File: src/rtl/half_adder.sv
// Half adder with combinational sum/carry, one-cycle registered copies,
// and a saturating counter of clock edges sampled with carry set.
module half_adder #(
    parameter int unsigned CNT_W = 16
) (
    input  logic             clk,
    input  logic             rst_n,
    input  logic             a,
    input  logic             b,
    output logic             s,
    output logic             c,
    output logic             s_q,
    output logic             c_q,
    output logic [CNT_W-1:0] carry_cnt,
    output logic             cnt_sat
);

    localparam logic [CNT_W-1:0] CNT_MAX = '1;

    logic             r_s_q;
    logic             r_c_q;
    logic [CNT_W-1:0] r_carry_cnt;
    logic             w_sum;
    logic             w_carry;
    logic             w_cnt_inc;

    assign w_sum     = a ^ b;
    assign w_carry   = a & b;
    assign w_cnt_inc = w_carry && (r_carry_cnt != CNT_MAX);

    // One-cycle registered copy of the combinational result
    always_ff @(posedge clk or negedge rst_n) begin
        if (!rst_n) begin
            r_s_q <= 1'b0;
            r_c_q <= 1'b0;
        end else begin
            r_s_q <= w_sum;
            r_c_q <= w_carry;
        end
    end

    // Carry-event counter; holds at all-ones instead of wrapping
    always_ff @(posedge clk or negedge rst_n) begin
        if (!rst_n) begin
            r_carry_cnt <= '0;
        end else if (w_cnt_inc) begin
            r_carry_cnt <= r_carry_cnt + CNT_W'(1);
        end
    end

    assign s         = w_sum;
    assign c         = w_carry;
    assign s_q       = r_s_q;
    assign c_q       = r_c_q;
    assign carry_cnt = r_carry_cnt;
    assign cnt_sat   = (r_carry_cnt == CNT_MAX);

endmodule

File: config.mk
export PLATFORM = sky130hd
export DESIGN_NAME = half_adder
export DESIGN_NICKNAME = d
export VERILOG_FILES = /design/src/rtl/half_adder.sv
export SDC_FILE = /design/constraint.sdc
export NUM_CORES = 1
export LEC_CHECK = 0
export CORE_MARGIN = 8
export CORE_UTILIZATION = 60
export CTS_BUF_LIST = sky130_fd_sc_hd__clkbuf_4
export DETAILED_ROUTE_END_ITERATION = 7
export DONT_BUFFER_PORTS = 1
export GPL_TIMING_DRIVEN = 0
export HOLD_SLACK_MARGIN = 0.06
export PLACE_DENSITY_LB_ADDON = 0.15
export SLEW_MARGIN = 5
export SYNTH_ARGS = -nofsm -noshare
export SYNTH_HDL_FRONTEND = slang
export SYNTH_SLANG_ARGS = --single-unit
File: constraint.sdc
create_clock -name clk -period 2.2 [get_ports clk]
set_input_delay 0.66 -clock clk [delete_from_list [all_inputs] [get_ports clk]]
set_output_delay 0.66 -clock clk [all_outputs]
set_load 0.02 [all_outputs]
# Yosys cells after proc, flatten, opt, wreduce, memory -nomap -nowiden
# Index checks and enable logic that the tools add are counted.
[totals] inputBits=4 out_inout_bits=21 regBits=18
[op_classes] n_eq_ne=2 addsub=1 n_reduce_logical=1 bitwise_logic=2
[op_table] cell="adder 16 x 1 -> 16 bit (second input constant)" n=1
[op_table] cell="equality test 16 bit (second input constant)" n=1
[op_table] cell="!= test 16 bit (second input constant)" n=1
[op_table] cell="AND 1 bit" n=1
[op_table] cell="logical AND 1 bit" n=1
[op_table] cell="XOR 1 bit" n=1

# Longest topological paths before layout
[depth] depth_word=2 ltp_mapped=6

# Worst setup path before layout
# No wires, ideal clock.
[synth_timing] path_type="reg2out" from="reg r_carry_cnt[0], in the netlist carry_cnt[0]" to="out cnt_sat" arrival_ns=1.654 path_stages_with_launch=4 path_buffers=0 setup_slack_ns=-0.114 path_cell_list="dfrtp_1 ha_1 nand4_2 nor4_1"
[synth_via] elab_chain_len=1
[synth_rtl] element="from (decl)" line_no="22" rtl="logic [CNT_W-1:0] r_carry_cnt;"
[synth_rtl] element="from (signal assigned)" line_no="47" rtl="r_carry_cnt <= r_carry_cnt + CNT_W'(1);"
[synth_rtl] element="equality test 16 bit" line_no="56" rtl="assign cnt_sat = (r_carry_cnt == CNT_MAX);"
[synth_rtl] element="to (decl)" line_no="15" rtl="output logic cnt_sat"
# Every way passes these cells.

# Final worst setup path
# Same ends and word-level chain as after synthesis.

==> flow_summary_export.csv <==
group,metric,value,unit
worst_setup_path,r2r_slack,0.10,ns
finish,drive_above_1_share,38.6,%
drt,dr.pass1.iters,4,
floorplan,core_area,1320,um2
min_path,hp-class,"reg2reg",
worst_setup_path,startpoint_type,"flop",
global_routing,use_met1,15.4,%
status,status,"finished, final reports clean",
cts,root_buffer,"clkbuf_4",
worst_setup_path,cp_num_buf_inv,0,
timing,finalMaxSlewViolations,0,
cts,cts_tree,"built",
logic_synthesis,synthDistinctLibCells,23,
timing,slew-limit-headroom,49.4,%
logic_synthesis,ys_ff_latch,18,
finish,utilization,77.0,%
worst_setup_path,critical_path.top_delay_family,"simple AND/OR/NAND/NOR gates",
global_routing,grt_usage,13.5,%
timing,hold_ws,0.594,ns
drt,wire_per_inst,18.4,um
global_routing,grtUsageMet3,4.41,%
logic_synthesis,yosys_warnings,0,
job,cap_violations,0,
cts,htreeDepth,1,
logic_synthesis,syn_nets,79,
drt,drt-total-wl,1800,um
global_routing,grt.busiest_layer,"met2",
finish,fin_area,1010,um2
pwr,p_leak,0.416,nW
worst_setup_path,crit_slowest_cell,"dfrtp_2",
worst_setup_path,path_cells,"ha_4, nand4_4, nor4_4",
floorplan,fp.dieH,53.9,um
floorplan,io_pins,25,
logic_synthesis,syn_inst,73,
worst_setup_path,critPathMaxFanout,5,
pwr,p_per_area,882,nW/um2
timing,finalHoldViolations,0,
worst_setup_path,worstSetupPathType,"reg2out",
min_path,hold_start,"carry_cnt[10]",
timing,skew,0.00213,ns
global_routing,use_met2,23.0,%
global_routing,antenna_found_initial,0,
drt,drc,0,
min_path,whs_path_depth,1,
logic_synthesis,yosysSeqAreaShare,52.2,%
drt,drt_iter0_drc,16,
timing,final.period_utilization,98.6,%
finish,area_growth,17.7,%
timing,setup-tns-final,0,ns
floorplan,initial_core_util,65.4,%
cts,path_clk_slew,0.10,ns
cts,cts_made_buffers,3,
logic_synthesis,synthSimpleGateAreaFrac,21.2,%
place,hpwlAfterDp,1200,um
floorplan,num_rows,13,
pwr,ir_worst_vdd,0.000638,V
logic_synthesis,synth_top_family_by_area,"simple AND/OR/NAND/NOR gates",
min_path,worstHoldEndpoint,"carry_cnt[10]",
worst_setup_path,required,1.54,ns
finish,diodes,0,
global_routing,grt_max_degree,19,
place,gp_congestion,0.684,
timing,tightest_slew,0.757,ns
pwr,power.total,0.895,mW
global_routing,grt_pass1_vias,635,
global_routing,grt_pass1_wl,2970,um
finish,fin_nets,90,
logic_synthesis,synth.mux.area_fraction,1.74,%
worst_setup_path,cp_slowest_stage_delay,0.50,ns
logic_synthesis,synth_xor_area_share,12.2,%
timing,setup_viol,0,
place,place_area,887,um2
worst_setup_path,timing.rr.end,"carry_cnt[1]",
logic_synthesis,syn_area_per_cell,11.8,um2
logic_synthesis,synth_compound_area_share,6.97,%
cts,cts_max_path_buffers,2,
floorplan,die_width,53.9,um
worst_setup_path,crit_arrival,1.51,ns
place,numPortBuffers,0,
worst_setup_path,reg2reg_depth,7,
worst_setup_path,end_kind,"output port",
worst_setup_path,r2r_start,"carry_cnt[0]",
drt,via_per_inst,6.51,
logic_synthesis,syn_area,862,um2
global_routing,overflow,0,
logic_synthesis,synthAdderAreaFrac,2.90,%
floorplan,die_area,2910,um2
cts,clk_latency,0.28,ns
timing,rsz0062_at_grt,"yes",
timing,max_freq,461,MHz
cts,cts.sink_count,18,
drt,vias,638,
timing,min_period,2.17,ns
drt,antenna_left,0,
[worst reg2reg max path, delay by kind of cell, from the launching register on]
family	cells	cell delay [ns]
and+or+nand+nor	3	0.70
DFF	1	0.50
buffers and inverters	2	0.33
muxes	1	0.29
adders and majority gates	1	0.19
[kinds of logic (layout without fill, tap and decap cells)]
family / count (synthesis) / count (layout)
AND/OR/NAND/NOR: 28 / 28
flip-flops: 18 / 18
XOR/XNOR: 12 / 12
AO/OA/AOI/OAI: 8 / 8
buffers and inverters: 4 / 14
adder cells (fa/ha/maj): 2 / 2
multiplexers: 1 / 1
[area by class of cell]
| cell class | count | area, um2 |
|---|---|---|
| plain buffers | 2 | 16.3 |
| clock inverters | 1 | 3.75 |
| flip-flops and latches | 18 | 463 |
| multi-input cells | 51 | 435 |
| fillers | 82 | 303 |
| repair buffers | 6 | 47.5 |
| clock buffers | 3 | 22.5 |
| inverters | 2 | 7.51 |
| well taps | 15 | 18.8 |
[through the flow]
stage / std cells / setup WS (ns)
3_5_place_dp: 88 / -0.244
4_1_cts: 93 / 0.000206
2_1_floorplan: 73 / 0.0500
6_report: 98 / 0.0301
3_3_place_gp: 88 / -0.178
5_1_grt: 98 / -0.0541
[state kept, by name, summed over array words and instances (netlist names)]
| signal | flops |
|---|---|
| c_q | 1 |
| carry_cnt | 16 |
| s_q | 1 |
[worst max-delay path by stage]
| stage | slack, ns | endpoint | depth (start not counted) | startpoint |
|---|---|---|---|---|
| 2_1_floorplan | 0.05 | carry_cnt[15] | 6 | a |
| 4_1_cts | 0.0002 | cnt_sat | 2 | carry_cnt[13] |
| 3_3_place_gp | -0.18 | carry_cnt[15] | 6 | a |
| 6_report | 0.03 | cnt_sat | 3 | carry_cnt[0] |
| 3_5_place_dp | -0.24 | carry_cnt[15] | 6 | a |
| 5_1_grt | -0.05 | cnt_sat | 3 | carry_cnt[1] |
[report_power, final]
part	total (mW)	leakage, nW	switching (mW)	internal [mW]
logic	0.164	0.178	0.0608	0.104
clock network	0.164	0.0154	0.0982	0.0658
registers	0.566	0.222	0.178	0.388
total	0.895	0.416	0.337	0.557
[cell usage after synthesis]
library cell  instances  share of area, %
xnor2_1              11                11
nand2_1               3               1.3
o2111ai_1             3               3.0
ha_1                  2               2.9
and3_1                2               1.5
mux2_4                1               1.7
xor2_1                1               1.0
nor4_1                3               2.2
nand2_4               1               1.3
a31oi_1               3               2.2
nand4_2               2               2.9
buf_6                 1               1.3
and3_2                2               1.7
inv_1                 2              0.87
buf_2                 1              0.58
nand4_1               5               3.6
nand3_1               5               2.9
o211ai_1              1              0.87
or4_4                 1               1.3
and4_2                1               1.2
dfrtp_1              18                52
nor2_1                3               1.3
o21a_1                1              0.87
[per-layer routing]
metal	wire length, um	vias to the layer above
met4	12	0
met2	932	17
li1	-	291
met3	132	2
met1	727	328
met5	0	-
[cells in the final DEF (no fill, tap or decap), drive strengths merged, types with 2 or more instances in the layout]
| cell type | n |
|---|---|
| inv | 2 |
| xnor2 | 11 |
| clkbuf | 3 |
| o2111ai | 3 |
| nor4 | 3 |
| buf | 7 |
| and3 | 4 |
| nand4 | 7 |
| dfrtp | 18 |
| a31oi | 3 |
| nand2 | 4 |
| ha | 2 |
| nand3 | 5 |
| nor2 | 3 |
[repair_timing]
| item | CTS | global route |
|---|---|---|
| resized for setup | 14 | 2 |
| hold endpoints to repair | 18 | 0 |
| buffers inserted | 0 | 5 |
| hold buffers | 1 | 0 |
| setup endpoints to repair | 2 | 4 |
| pin swaps | 1 | 3 |
No activity file was read; power rests on OpenSTA's default activity.
